`src/rtl/bcd_timer_pkg.sv`:
```
// Shared types and helpers for the BCD countdown timer.
// Digit values above 9 are clamped to 9 so the display path never sees a non-decimal nibble.
package bcd_timer_pkg;

    typedef enum logic [1:0] {
        IDLE    = 2'd0,
        RUN     = 2'd1,
        EXPIRED = 2'd2
    } timer_state_t;

    localparam logic [3:0] BCD_MAX = 4'd9;

    function automatic logic [3:0] bcd_clamp(input logic [3:0] d);
        return (d > BCD_MAX) ? BCD_MAX : d;
    endfunction

endpackage

```
`src/rtl/bcd_down_digit.sv`:
```
// One BCD digit of the down-counter: loads a clamped value, or steps down on borrow_in.
// The digit wraps 0 -> 9 and passes the borrow on to the next digit.
module bcd_down_digit
    import bcd_timer_pkg::*;
(
    input  logic       clk,
    input  logic       reset,
    input  logic       load,
    input  logic [3:0] load_digit,
    input  logic       borrow_in,
    output logic [3:0] digit,
    output logic       is_zero,
    output logic       borrow_out
);

    always_ff @(posedge clk) begin
        if (reset) begin
            digit <= 4'd0;
        end else if (load) begin
            digit <= bcd_clamp(load_digit);
        end else if (borrow_in) begin
            digit <= is_zero ? BCD_MAX : digit - 4'd1;
        end
    end

    assign is_zero    = (digit == 4'd0);
    assign borrow_out = borrow_in & is_zero;

endmodule

```
`src/rtl/bcd_countdown_timer.sv`:
```
// Loadable multi-digit BCD down-counter with expiry flag and one-cycle done pulse.
//   state   | meaning
//   IDLE    | no countdown loaded (reset or zero load); count holds
//   RUN     | counting down one step per enabled clock
//   EXPIRED | reached zero; holds 0 until load or reset
module bcd_countdown_timer
    import bcd_timer_pkg::*;
#(
    parameter int DIGITS = 2
) (
    input  logic                  clk,
    input  logic                  reset,
    input  logic                  enable,
    input  logic                  load,
    input  logic [4*DIGITS-1:0]   load_value,
    output logic [4*DIGITS-1:0]   count,
    output logic                  running,
    output logic                  expired,
    output logic                  done
);

    timer_state_t       state_q, state_d;
    logic               done_q, done_d;
    logic [DIGITS:0]    borrow;
    logic [DIGITS-1:0]  is_zero;
    logic               load_nonzero;
    logic               upper_zero;
    logic               terminal;

    assign borrow[0] = (state_q == RUN) & enable & ~load;

    for (genvar i = 0; i < DIGITS; i++) begin : g_digit
        bcd_down_digit u_digit (
            .clk        (clk),
            .reset      (reset),
            .load       (load),
            .load_digit (load_value[4*i +: 4]),
            .borrow_in  (borrow[i]),
            .digit      (count[4*i +: 4]),
            .is_zero    (is_zero[i]),
            .borrow_out (borrow[i+1])
        );
    end

    always_comb begin
        load_nonzero = 1'b0;
        for (int i = 0; i < DIGITS; i++) begin
            load_nonzero = load_nonzero | (bcd_clamp(load_value[4*i +: 4]) != 4'd0);
        end
        upper_zero = 1'b1;
        for (int i = 1; i < DIGITS; i++) begin
            upper_zero = upper_zero & is_zero[i];
        end
        terminal = upper_zero & (count[3:0] == 4'd1);
    end

    always_comb begin
        state_d = state_q;
        done_d  = 1'b0;
        if (load) begin
            state_d = load_nonzero ? RUN : IDLE;
        end else if (state_q == RUN && enable) begin
            if (terminal) begin
                state_d = EXPIRED;
                done_d  = 1'b1;
            end else if (borrow[DIGITS]) begin
                // Stepping below zero is unreachable; park in EXPIRED rather than keep wrapping.
                state_d = EXPIRED;
            end
        end
    end

    always_ff @(posedge clk) begin
        if (reset) begin
            state_q <= IDLE;
            done_q  <= 1'b0;
        end else begin
            state_q <= state_d;
            done_q  <= done_d;
        end
    end

    assign running = (state_q == RUN);
    assign expired = (state_q == EXPIRED);
    assign done    = done_q;

endmodule

```
`config.mk`:
```
export PLATFORM = sky130hd
export DESIGN_NAME = bcd_countdown_timer
export DESIGN_NICKNAME = d
export VERILOG_FILES = /design/src/rtl/bcd_timer_pkg.sv /design/src/rtl/bcd_down_digit.sv /design/src/rtl/bcd_countdown_timer.sv
export SDC_FILE = /design/constraint.sdc
export NUM_CORES = 1
export LEC_CHECK = 0
export BUFFER_PORTS_ARGS = -buffer_cell sky130_fd_sc_hd__buf_4
export CORE_UTILIZATION = 47
export DETAILED_ROUTE_END_ITERATION = 8
export PLACE_DENSITY = 0.77
export SLEW_MARGIN = 5
export SYNTH_ARGS = -nofsm -noshare
export SYNTH_HDL_FRONTEND = slang
export SYNTH_SLANG_ARGS = --single-unit
```
`constraint.sdc`:
```
create_clock -name clk -period 1.9 [get_ports clk]
set_input_delay 0.095 -clock clk [delete_from_list [all_inputs] [get_ports clk]]
set_output_delay 0.095 -clock clk [all_outputs]
set_load 0.05 [all_outputs]
```
### Yosys cells after proc, flatten, opt, wreduce, memory -nomap -nowiden

Index checks and enable logic that the tools add are counted.

| word-level totals | value |
|---|---|
| flip-flop bits (word level) | 11 |
| input bits | 12 |
| output and inout port bits | 11 |
| word-level logic and storage cells | 44 |

| cells by class | value |
|---|---|
| add/sub/neg operators | 2 |
| magnitude comparators | 2 |
| eq/ne operators | 3 |
| mux-type cells | 14 |
| bitwise gates (word level) | 8 |
| reduce and logical (&&, ||, !) cells | 11 |

Operators by type and width:

| cell | count |
|---|---|
| 4-bit 2-to-1 mux | 8 |
| 4-bit greater-than comparator, second input constant | 2 |
| 4-bit logical NOT | 2 |
| 2-bit 2-to-1 mux | 4 |
| 4-bit nonzero test | 2 |
| 4-bit by 1-bit subtractor with 4-bit output, second input constant | 2 |
| 2-bit nonzero test | 3 |
| 1-bit bitwise AND | 5 |
| 4-bit by 1-bit equality test with 1-bit output, second input constant | 1 |
| 3-bit nonzero test | 1 |
| 3-bit OR reduction | 1 |
| 2-bit by 1-bit equality test with 1-bit output, second input constant | 1 |
| 2-bit equality test, second input constant | 1 |
| 1-bit 2-to-1 mux | 2 |
| 1-bit NOT | 2 |
| 2-bit AND reduction | 1 |
| 1-bit logical AND | 1 |
| 1-bit OR | 1 |

### Longest topological paths before layout

Gate-level depths: netlist (run 1).

| depth | value |
|---|---|
| depth after elaboration | 9 |
| gate-level depth with buffers | 5 |
| gate-level depth less buffers | 4 |

### Modules after synthesis

From an unflattened synthesis (run 1), not the netlist that was laid out.

| second synthesis, totals | value |
|---|---|
| cells, all modules | 78 |
| area, all modules | 693.2 um^2 |

By module, submodules not included:

| module | instances | cells each | area an instance (um^2) | sequential area each (um^2) |
|---|---|---|---|---|
| bcd_down_digit | 2 | 28 | 249.0 | 80.1 |
| bcd_countdown_timer | 1 | 22 | 195.2 | 60.1 |

### Worst setup path before layout (run 1)

OpenSTA, ideal clock, no wires.

| timing path | value |
|---|---|
| path kind | register -> register |
| start | register g_digit[0].u_digit.digit[0] |
| end | register g_digit[1].u_digit.digit[2] |
| setup time | 117 ps |
| data arrival time | 1,843 ps |
| data required time | 1,783 ps |
| path slack | -60 ps |
| cell stages (with the launch flop) | 6 |
| path buffers | 1 |
| clock period less this slack | 1,960 ps |
| cells stage by stage | dfxtp_1 -> buf_6 -> or4_4 -> nor4_2 -> mux2_1 -> a22o_1 |

| on the way | value |
|---|---|
| longest elaborated chain between the ends | 3 |

Ends and longest elaborated chain:

| what | line | RTL |
|---|---|---|
| start: declaration | bcd_down_digit.sv:11 | `output logic [3:0] digit,` |
| start signal: assignment | bcd_down_digit.sv:20 | `digit <= bcd_clamp(load_digit);` |
| start signal: assignment | bcd_down_digit.sv:22 | `digit <= is_zero ? BCD_MAX : digit - 4'd1;` |
| 4-bit logical NOT | bcd_down_digit.sv:26 | `assign is_zero = (digit == 4'd0);` |
| 1-bit bitwise AND | bcd_down_digit.sv:27 | `assign borrow_out = borrow_in & is_zero;` |
| 2-bit nonzero test (no source line) | -- |  |
| end signal: assignment | bcd_down_digit.sv:20 |  |
| end signal: assignment | bcd_down_digit.sv:22 |  |
| end: declaration | bcd_down_digit.sv:11 |  |

Every way passes these cells.
A chain may end at the register's enable or synchronous reset.

### Worst setup path in the final report (run 1)

| timing path | value |
|---|---|
| start | register g_digit[0].u_digit.digit[3] |
| end | register g_digit[1].u_digit.digit[2] |

The elaborated chain is that of the path after synthesis.

==> results of run 1 <==
==> final cells by class <==
| type | instances | area, sq um | area share [%] |
|---|---|---|---|
| multi-input combinational | 54 | 396.6 | 47.03 |
| sequential | 11 | 221.5 | 26.26 |
| timing repair buffer | 22 | 165.2 | 19.58 |
| clock buffer | 4 | 26.28 | 3.116 |
| tap | 15 | 18.77 | 2.226 |
| inverter | 4 | 15.01 | 1.780 |
==> state kept, by name (all words and copies together) (netlist names) <==
signal and flops:
g_digit.u_digit.digit 8, state_q 2, done 1
==> stage by stage <==
stage	area [sq um]	hold slack, ns	power (W)	util [%]	cells
finish	843.3	0.05629	0.0005850	64.81	110
detailed placement	817.0	0.3294	0.0004359	62.79	106
global route	843.3	0.04428	0.0006239	64.81	110
floorplan	666.9	0.2206	0.0003891	-	73
CTS	843.3	0.04847	0.0005926	64.81	110
global placement	817.0	0.3262	0.0004356	62.79	106
==> cells in the final DEF, fill, tap and decap left out, drive strengths merged, types with 2 or more instances in the layout <==
| cell type | n |
|---|---|
| nor2b | 2 |
| or3 | 2 |
| a22o | 2 |
| nor4 | 5 |
| a211oi | 2 |
| or4 | 3 |
| dfxtp | 11 |
| o21a | 5 |
| xor2 | 3 |
| o21ai | 3 |
| nor2 | 5 |
| buf | 22 |
| a21oi | 3 |
| inv | 4 |
| mux2 | 2 |
| nor3 | 3 |
| clkbuf | 4 |
==> worst max-delay path: cells and delay by family (launching register included) <==
| kind | cells | cell delay (ns) |
|---|---|---|
| simple gates | 2 | 0.74 |
| compound gates | 1 | 0.17 |
| mux | 1 | 0.34 |
| flops | 1 | 0.37 |
==> worst min-delay path by stage <==
| stage | startpoint | end | slack (ns) |
|---|---|---|---|
| finish | reset | g_digit[0].u_digit.digit[0] | 0.06 |
| global route | reset | g_digit[0].u_digit.digit[0] | 0.04 |
| CTS | reset | g_digit[0].u_digit.digit[0] | 0.05 |
| detailed placement | load_value[5] | g_digit[1].u_digit.digit[1] | 0.33 |
| global placement | load_value[5] | g_digit[1].u_digit.digit[1] | 0.33 |
| floorplan | load_value[5] | g_digit[1].u_digit.digit[1] | 0.22 |
==> logic make-up after synthesis <==
logic type      count (synthesis)  share of synthesized area, %
mux                             2                         3.383
flops                          11                         33.08
xor+xnor                        4                         5.264
buf+inv                         8                         7.330
compound gates                 19                         19.93
simple gates                   29                         31.02
==> power breakdown <==
part | switching (W) | internal [W] | leakage (nW)
Clock | 0.0000726 | 0.0000812 | 0.0150
Combinational | 0.0000950 | 0.0000690 | 0.282
Sequential | 0.0000226 | 0.000245 | 0.0910
Total | 0.000190 | 0.000395 | 0.388
==> routing by layer <==
metal	part of all wire, %	wire (um)	global-route usage, %
met5	0	0	0
met3	5.1	70	5.114
met4	1.2	17	12.93
met1	44	612	27.93
met2	49	677	32.38
==> out/results.env, run 1 <==
ROUTE.DETAILED.VIAS_PER_INST=5.618
RR_STARTPOINT='g_digit[0].u_digit.digit[3]'
WORST_R2R_ENDPOINT='g_digit[1].u_digit.digit[2]'
GRT_OVERFLOW_TOTAL=0
SETUP.WORST_PATH.START='g_digit[0].u_digit.digit[3]'
NUMCLOCKSINKS=11
POWER.IR.VDD_WORST_mV=0.3921
ASYNCSETRESETFLOPFRACSYNTH_PCT=0
REG2REGPATHDEPTH=4
FIRST_GLOBAL_VIAS=511
TOTALWIRELENGTH_UM=1378
DIE_X_UM=39.64
TRITONCTS='yes'
DRTANTENNAVIOLNETS=0
YOSYS.CELL_COUNT.TOP_TYPE='sky130_fd_sc_hd__dfxtp_1'
MAXIMUM_NUMBER_OF_PINS_ON_ONE_NET_BEFORE_GLOBAL_ROUTE_REPAIR=19
DIE-AREA_SQ_UM=1571
HOLD_PATH_DEPTH=2
POST_CTS.REPAIR.SETUP_BUFFERS=0
NUMBER_OF_CTS_INSERTED_BUFFERS=3
SETUP.WORST_PATH.CLASS='flip-flop to flip-flop'
ANTENNA_FOUND_INITIAL=0
CP_SLOWEST_CELL='sky130_fd_sc_hd__or4_4'
CTS_ROOT_BUFFER='sky130_fd_sc_hd__clkbuf_4'
YS_SEQ_AREA_SHARE_PCT=33.08
SYNTH-SEQ-CELLS=11
CLOCK_LATENCY_REPORTED_FOR_THE_LATE_SIDE_OF_THE_WORST_SKEW_PAIR_NS=0.26
SETUP_VIOLATIONS=0
TIMING_HOLD_VIOLATIONS_FINAL=0
CTS-HTREE-LEVELS=1
FP.DIEH_UM=39.64
YOSYSWARNINGCOUNT=0
POST_CTS_RESIZE_COUNT=0
CTS.REPORTEDPATHS.CLKPINSLEW_NS=0.06
WORST_EP_REQUIRED_TIME_NS=2.06
SYNTH.LARGEST_AREA_CELL='sky130_fd_sc_hd__dfxtp_1'
MAXSLEWHEADROOM_PCT=71.22
HPWL_UM=1025
GRT_FIRST_PASS_WIRELENGTH_UM=2201
TIMING.CRITICAL_PATH.FROM_TYPE='flip-flop'
MOST_FREQUENT_CELLS_AFTER_SYNTHESIS='sky130_fd_sc_hd__dfxtp_1, sky130_fd_sc_hd__nor2_1, sky130_fd_sc_hd__o21a_1'
TOTAL_OF_FILL_CELLS_IN_THE_FINISHED_DESIGN=120
POST-PLACE-WS_NS=0.1818
NETLIST_INSTANCES=73
AREA_DELTA_SYNTH_FINAL_PCT=26.69
SYNTH_ENABLE_FLOP_CELLS=0
WORST_SETUP_PATH_ENDPOINT='g_digit[1].u_digit.digit[2]'
SYN_AREA_PER_CELL_SQ_UM=9.118
POWER_DENSITY_nW_PER_UM2=693.7
FINAL_CLOCK_PERIOD_UTILIZATION_BY_THE_WORST_PATH_PCT=90.74
GRT_USAGE_PCT=21.75
GLOBALPLACE.CONGESTION=0.7717
SYNTH.AREA.TOP_CELLS='sky130_fd_sc_hd__dfxtp_1, sky130_fd_sc_hd__o21a_1, sky130_fd_sc_hd__xor2_1'
HOLD_CLASS='input pin to flip-flop'
HOLD_BUFFERS=0
DESIGN.CORE.AREA_SQ_UM=1301
DETAIL_ROUTE.ITER0.VIOLATIONS=17
CLOCK_SKEW_NS=0.0003120
RSZ0062_AT_GRT='no'
RUN_STATUS='finished, final reports clean'
ENDPOINT_KIND_OF_THE_WORST_SETUP_TIMING_PATH='flip-flop'
PERIOD_MINUS_SLACK_NS=1.724
POST-ROUTE-WORST-SETUP-SLACK_NS=0.1759
FLOORPLAN.IO_PINS=23
DETAILEDROUTE.FIRSTPASSITERATIONCOUNT=4
SYNTHDOMINANTCELLAREASHARE_PCT=33.08
POST_ROUTE_CELLS_DRIVE_ABOVE_1_SHARE_PCT=36.84
INSERTEDDIODECOUNT=0
SIGNAL_ARRIVAL_TIME_AT_THE_WORST_ENDPOINT_NS=1.88
DETAIL_ROUTE.WL_PER_CELL_UM=12.53
DRV_SLEW=0
YOSYS_MOST_USED_DFF='sky130_fd_sc_hd__dfxtp_1'
TOTALNEGATIVESETUPSLACK_NS=0
WORST_PATH_LARGEST_CELL_DELAY_NS=0.57
WORST-SLEW-PIN-TRANSITION_NS=0.4278
NET_COUNT_OF_THE_FINISHED_LAYOUT=108
TOTAL_LEAKAGE_POWER_nW=0.3876
CLK_PATH_BUF_DEPTH=2
SYNTHESIS.NETS=85
PLACEMENTROWS=13
NUM_VIAS=618
CRITPATHMAXFANOUT=7
PORT_BUFFERS=22
POST_SYNTH_NUM_CELL_TYPES=35
FMAX_GHz=0.5800
DRV_CAP=0
RRSETUPSLACK_NS=0.18
FLOORPLAN.INITIALDENSITY_PCT=51.15
SYN-CELL-AREA_SQ_UM=665.6
CRIT_PATH_CELL_TRACE='or4_4 -> nor4_2 -> mux2_1 -> a22o_1'
DETAIL_ROUTE.DRC_VIOLATIONS=0
(Power assumes the default switching activity.)
==> inputs of run 2 (changes only) <==
- ABC_AREA: unset -> 0
- MAX_ROUTING_LAYER: unset -> met4
==> run 2 against run 1 <==
Against the previous run: critical path type unchanged; highest routed layer unchanged; utilization unchanged; sequential share of layout area unchanged; critical endpoint unchanged; via count down 1.6%; largest cell class unchanged; clock power about the same; non-clock buffer count unchanged; flip-flop and latch count unchanged; clock skew about the same; largest power group unchanged.
==> out/results.env, run 2 (synthesis gave the netlist of run 1 again) <==
DRV_SLEW=0
RUN_STATUS='finished, final reports clean'
LAYOUT.CELLS.MOST_COMMON='sky130_fd_sc_hd__buf_4'
TIMING.HOLD.WORST.START='reset'
NUMBER_OF_CTS_INSERTED_BUFFERS=3
ROUTE.DETAILED.VIAS_PER_INST=5.527
NET_COUNT_OF_THE_FINISHED_LAYOUT=108
DETAIL_ROUTE.WL_PER_CELL_UM=12.53
FLOORPLAN.IO_PINS=23
DETAIL_ROUTE.DRC_VIOLATIONS=0
TOTALNEGATIVESETUPSLACK_NS=0
DIE_X_UM=39.64
HOLD-PATH-ENDPOINT='g_digit[0].u_digit.digit[0]'
PORT_BUFFERS=22
POWER.IR.VDD_WORST_mV=0.3923
POWER_DENSITY_nW_PER_UM2=693.5
HPWL_UM=1025
CRITPATHMAXFANOUT=7
LARGEST_REGISTER_FF_COUNT=8
FIRST_GLOBAL_VIAS=509
RSZ0062_AT_GRT='no'
DIE-AREA_SQ_UM=1571
WORST_EP_REQUIRED_TIME_NS=2.06
GRT_USAGE_PCT=22.28
POST_CTS.REPAIR.SETUP_BUFFERS=0
MAXIMUM_NUMBER_OF_PINS_ON_ONE_NET_BEFORE_GLOBAL_ROUTE_REPAIR=19
DRV_CAP=0
GRT_FIRST_PASS_WIRELENGTH_UM=2194
NUMCLOCKSINKS=11
REG2REGPATHDEPTH=4
FP.DIEH_UM=39.64
TIMING_HOLD_VIOLATIONS_FINAL=0
NUM_VIAS=608
TOTAL_LEAKAGE_POWER_nW=0.3876
CTS_ROOT_BUFFER='sky130_fd_sc_hd__clkbuf_4'
FINAL_CLOCK_PERIOD_UTILIZATION_BY_THE_WORST_PATH_PCT=90.96
SIGNAL_ARRIVAL_TIME_AT_THE_WORST_ENDPOINT_NS=1.89
POST-PLACE-WS_NS=0.1818
RRSETUPSLACK_NS=0.17
CLK_PATH_BUF_DEPTH=2
SETUP_VIOLATIONS=0
MOSTFREQUENTLAYOUTCELLS='sky130_fd_sc_hd__buf_4, sky130_fd_sc_hd__dfxtp_1, sky130_fd_sc_hd__nor2_1, sky130_fd_sc_hd__o21a_1, sky130_fd_sc_hd__inv_1'
HOLD_PATH_DEPTH=2
AREA_DELTA_SYNTH_FINAL_PCT=26.69
PERIOD_MINUS_SLACK_NS=1.728
CTS-HTREE-LEVELS=1
CTS.REPORTEDPATHS.CLKPINSLEW_NS=0.06
DRTANTENNAVIOLNETS=0
WORST_R2R_ENDPOINT='g_digit[1].u_digit.digit[2]'
HOLD_CLASS='input pin to flip-flop'
HOLD_BUFFERS=0
POST_CTS_RESIZE_COUNT=0
REGISTER_CONTAINING_THE_MOST_FLIP_FLOPS_IN_THE_FINAL_LAYOUT='g_digit.u_digit.digit'
FMAX_GHz=0.5786
TIMING.CRITICAL_PATH.FROM_TYPE='flip-flop'
POST_ROUTE_CELLS_DRIVE_ABOVE_1_SHARE_PCT=36.84
WORST-SLEW-PIN-TRANSITION_NS=0.4161
TOTALWIRELENGTH_UM=1378
PLACEMENTROWS=13
ENDPOINT_KIND_OF_THE_WORST_SETUP_TIMING_PATH='flip-flop'
CLOCK_SKEW_NS=0.0003149
DETAILEDROUTE.FIRSTPASSITERATIONCOUNT=4
DESIGN.CORE.AREA_SQ_UM=1301
GLOBALPLACE.CONGESTION=0.7821
MAXSLEWHEADROOM_PCT=72.00
GRT_OVERFLOW_TOTAL=0
FLOORPLAN.INITIALDENSITY_PCT=51.15
TRITONCTS='yes'
CLOCK_LATENCY_REPORTED_FOR_THE_LATE_SIDE_OF_THE_WORST_SKEW_PAIR_NS=0.26
INSERTEDDIODECOUNT=0
SETUP.WORST_PATH.CLASS='flip-flop to flip-flop'
POST-ROUTE-WORST-SETUP-SLACK_NS=0.1718
DETAIL_ROUTE.ITER0.VIOLATIONS=13
RR_STARTPOINT='g_digit[0].u_digit.digit[3]'
ANTENNA_FOUND_INITIAL=0
## run 2: cell counts in the layout (fill, tap and decap cells not counted)
No cell type changed its count.
## run 2: metrics by stage
step	power, W	instances	hold slack (ns)	area (sq um)	util, %
after floorplan	0.0003891	73	0.2206	666.9	-
after global placement	0.0004356	106	0.3262	817.0	62.79
after detailed placement	0.0004359	106	0.3294	817.0	62.79
after CTS	0.0005926	110	0.04847	843.3	64.81
after global routing	0.0006239	110	0.04428	843.3	64.81
final	0.0005848	110	0.06005	843.3	64.81
## run 2: critical path: stages (launching register included)
cell,delay [ns]
sky130_fd_sc_hd__dfxtp_1,0.38
sky130_fd_sc_hd__or4_4,0.57
sky130_fd_sc_hd__nor4_2,0.17
sky130_fd_sc_hd__mux2_1,0.34
sky130_fd_sc_hd__a22o_1,0.17
## run 2: worst max path at each step
stage | startpoint | to | slack [ns] | cells past startpoint
floorplan | g_digit[0].u_digit.digit[3] | g_digit[1].u_digit.digit[2] | 0.02 | 4
global placement | g_digit[0].u_digit.digit[3] | g_digit[1].u_digit.digit[2] | 0.21 | 4
detailed placement | g_digit[0].u_digit.digit[3] | g_digit[1].u_digit.digit[2] | 0.18 | 4
CTS | g_digit[0].u_digit.digit[3] | g_digit[1].u_digit.digit[2] | 0.18 | 4
global route | g_digit[0].u_digit.digit[3] | g_digit[1].u_digit.digit[2] | 0.13 | 4
finish | g_digit[0].u_digit.digit[3] | g_digit[1].u_digit.digit[2] | 0.17 | 4
## run 2: metal layers
metal / share of wire, % / wire length, um / global-route usage [%]
met1: 44 / 604 / 27.93
met2: 48 / 667 / 32.38
met3: 6.7 / 92 / 5.114
met4: 1.0 / 14 / 12.93
met5: 0 / 0 / -
## run 2: cell type report
type / count / area, sq um
fillers: 120 / 457.9
multi-input cells: 54 / 396.6
repair buffers: 22 / 165.2
well taps: 15 / 18.77
inverters: 4 / 15.01
flip-flops and latches: 11 / 221.5
clock buffers: 4 / 26.28
## run 2: power breakdown
group	total (W)	internal (W)	switching, W
registers	0.000267	0.000245	0.0000226
clock network	0.000153	0.0000812	0.0000723
logic	0.000164	0.0000690	0.0000952
==> inputs of run 3 (changes only) <==
--- a/config.mk
+++ b/config.mk
@@ -12,4 +12,5 @@
 export MAX_ROUTING_LAYER = met4
 export PLACE_DENSITY = 0.77
+export RECOVER_POWER = 50
 export SLEW_MARGIN = 5
 export SYNTH_ARGS = -nofsm -noshare
==> constraint.sdc (replaced) <==
create_clock -name clk -period 1.9 [get_ports clk]
set_input_delay 0.19 -clock clk [delete_from_list [all_inputs] [get_ports clk]]
set_output_delay 0.19 -clock clk [all_outputs]
set_load 0.05 [all_outputs]
==> run 3 against run 2 <==
Against the previous run: clock power hardly changed; worst setup slack worse by 0.018 ns; global-route usage is the same; critical path depth is the same; cell area down 4.2%; flip-flop and latch count did not move; die area unchanged; hold slack improved by 0.094 ns; largest power group unchanged.
==> out/results.env, run 3 (synthesis gave the netlist of run 1 again) <==
RUN_STATUS='finished, final reports clean'
SETUP.WORST_PATH.START='g_digit[0].u_digit.digit[0]'
LARGEST_REGISTER_FF_COUNT=8
CLOCK_LATENCY_REPORTED_FOR_THE_LATE_SIDE_OF_THE_WORST_SKEW_PAIR_NS=0.26
DIE-AREA_SQ_UM=1571
WORST-SLEW-PIN-TRANSITION_NS=0.5928
POST-ROUTE-WORST-SETUP-SLACK_NS=0.1536
DETAIL_ROUTE.ITER0.VIOLATIONS=13
PERIOD_MINUS_SLACK_NS=1.746
HOLD_BUFFERS=0
GRT_USAGE_PCT=22.28
WORST_R2R_ENDPOINT='g_digit[1].u_digit.digit[2]'
WORST_SETUP_PATH_ENDPOINT='g_digit[1].u_digit.digit[2]'
GLOBALPLACE.CONGESTION=0.7821
CLOCK_SKEW_NS=0.0004595
POST-PLACE-WS_NS=0.1818
MAXSLEWHEADROOM_PCT=60.65
NET_COUNT_OF_THE_FINISHED_LAYOUT=108
LAYOUT.CELLS.MOST_COMMON='sky130_fd_sc_hd__buf_4'
SETUP_VIOLATIONS=0
CTS.REPORTEDPATHS.CLKPINSLEW_NS=0.06
TRITONCTS='yes'
RRSETUPSLACK_NS=0.15
TOTAL_LEAKAGE_POWER_nW=0.3506
DESIGN.CORE.AREA_SQ_UM=1301
FINAL_CLOCK_PERIOD_UTILIZATION_BY_THE_WORST_PATH_PCT=91.92
NUMBER_OF_CTS_INSERTED_BUFFERS=3
TOTALNEGATIVESETUPSLACK_NS=0
SETUP.WORST_PATH.CLASS='flip-flop to flip-flop'
FP.DIEH_UM=39.64
DIE_X_UM=39.64
AREA_DELTA_SYNTH_FINAL_PCT=21.43
REGISTER_CONTAINING_THE_MOST_FLIP_FLOPS_IN_THE_FINAL_LAYOUT='g_digit.u_digit.digit'
PLACEMENTROWS=13
HPWL_UM=1025
CLK_PATH_BUF_DEPTH=2
TIMING.HOLD.WORST.START='load_value[5]'
DETAIL_ROUTE.WL_PER_CELL_UM=12.64
POSTLAYOUTCOREUTIL_PCT=62.12
INSERTEDDIODECOUNT=0
SIGNAL_ARRIVAL_TIME_AT_THE_WORST_ENDPOINT_NS=1.91
DRV_SLEW=0
ROUTE.DETAILED.VIAS_PER_INST=5.591
POWER_DENSITY_nW_PER_UM2=713.1
DETAILEDROUTE.FIRSTPASSITERATIONCOUNT=4
TOTALWIRELENGTH_UM=1390
DETAIL_ROUTE.DRC_VIOLATIONS=0
ENDPOINT_KIND_OF_THE_WORST_SETUP_TIMING_PATH='flip-flop'
MOSTFREQUENTLAYOUTCELLS='sky130_fd_sc_hd__buf_4, sky130_fd_sc_hd__dfxtp_1, sky130_fd_sc_hd__clkbuf_1, sky130_fd_sc_hd__nor2_1, sky130_fd_sc_hd__o21a_1'
CRITPATHMAXFANOUT=10
PORT_BUFFERS=22
CTS_ROOT_BUFFER='sky130_fd_sc_hd__clkbuf_4'
DRV_CAP=0
POST_CTS_RESIZE_COUNT=0
FIRST_GLOBAL_VIAS=509
TIMING.CRITICAL_PATH.FROM_TYPE='flip-flop'
MAXIMUM_NUMBER_OF_PINS_ON_ONE_NET_BEFORE_GLOBAL_ROUTE_REPAIR=19
RR_STARTPOINT='g_digit[0].u_digit.digit[0]'
DRTANTENNAVIOLNETS=0
WORST_EP_REQUIRED_TIME_NS=2.06
FMAX_GHz=0.5726
TIMING_HOLD_VIOLATIONS_FINAL=0
HOLD_CLASS='input pin to flip-flop'
GRT_OVERFLOW_TOTAL=0
NUM_VIAS=615
RSZ0062_AT_GRT='no'
POST_CTS.REPAIR.SETUP_BUFFERS=0
CTS-HTREE-LEVELS=1
POWER.IR.VDD_WORST_mV=0.3972
GRT_FIRST_PASS_WIRELENGTH_UM=2194
FLOORPLAN.INITIALDENSITY_PCT=51.15
ANTENNA_FOUND_INITIAL=0
POST_ROUTE_CELLS_DRIVE_ABOVE_1_SHARE_PCT=26.32
REG2REGPATHDEPTH=4
NUMCLOCKSINKS=11
FLOORPLAN.IO_PINS=23
run 3: cell count changes in the layout (fill, tap and decap cells not counted), sizes merged:
cell / change
clkbuf: +9
buf: -9
run 3: area by class of cell:
cell class | instances | area, sq um
Clock buffer | 4 | 26.28
Tap cell | 15 | 18.77
Fill cell | 131 | 493.0
Sequential cell | 11 | 220.2
Multi-Input combinational cell | 54 | 396.6
Inverter | 4 | 15.01
Timing Repair Buffer | 22 | 131.4
run 3: worst min path at each step:
stage          cells past startpoint                          end
2_1_floorplan                      1  g_digit[1].u_digit.digit[1]
3_3_place_gp                       2  g_digit[1].u_digit.digit[1]
3_5_place_dp                       2  g_digit[1].u_digit.digit[1]
4_1_cts                            2  g_digit[0].u_digit.digit[0]
5_1_grt                            2                   state_q[0]
6_report                           2  g_digit[1].u_digit.digit[1]
run 3: report_power, final:
part           switching, W  internal [W]  total [W]  leakage, nW
combinational     0.0000952     0.0000606   0.000156        0.245
sequential        0.0000226      0.000244   0.000267       0.0907
clock             0.0000727     0.0000812   0.000154       0.0150
total              0.000190      0.000386   0.000576        0.351
run 3: through the flow:
stage / hold slack, ns / total power, W / std cells / instance area [sq um]
2_1_floorplan: 0.3156 / 0.0003891 / 73 / 666.9
4_1_cts: 0.1435 / 0.0005926 / 110 / 843.3
6_report: 0.1545 / 0.0005764 / 110 / 808.3
3_5_place_dp: 0.4244 / 0.0004359 / 106 / 817.0
3_3_place_gp: 0.4212 / 0.0004356 / 106 / 817.0
5_1_grt: 0.1419 / 0.0006147 / 110 / 808.3
run 3: worst max-delay path, cell delays in order (launching register included):
cell                      delay [ns]
sky130_fd_sc_hd__dfxtp_1        0.40
sky130_fd_sc_hd__or4_4          0.56
sky130_fd_sc_hd__nor4_2         0.17
sky130_fd_sc_hd__mux2_1         0.34
sky130_fd_sc_hd__a22o_1         0.17
run 3: layer usage:
metal | vias to the layer above | wire length (um) | track usage [%]
li1 | 317 | - | -
met1 | 266 | 600 | 27.93
met2 | 30 | 679 | 32.38
met3 | 2 | 95 | 5.114
met4 | 0 | 14 | 12.93
met5 | - | 0 | -
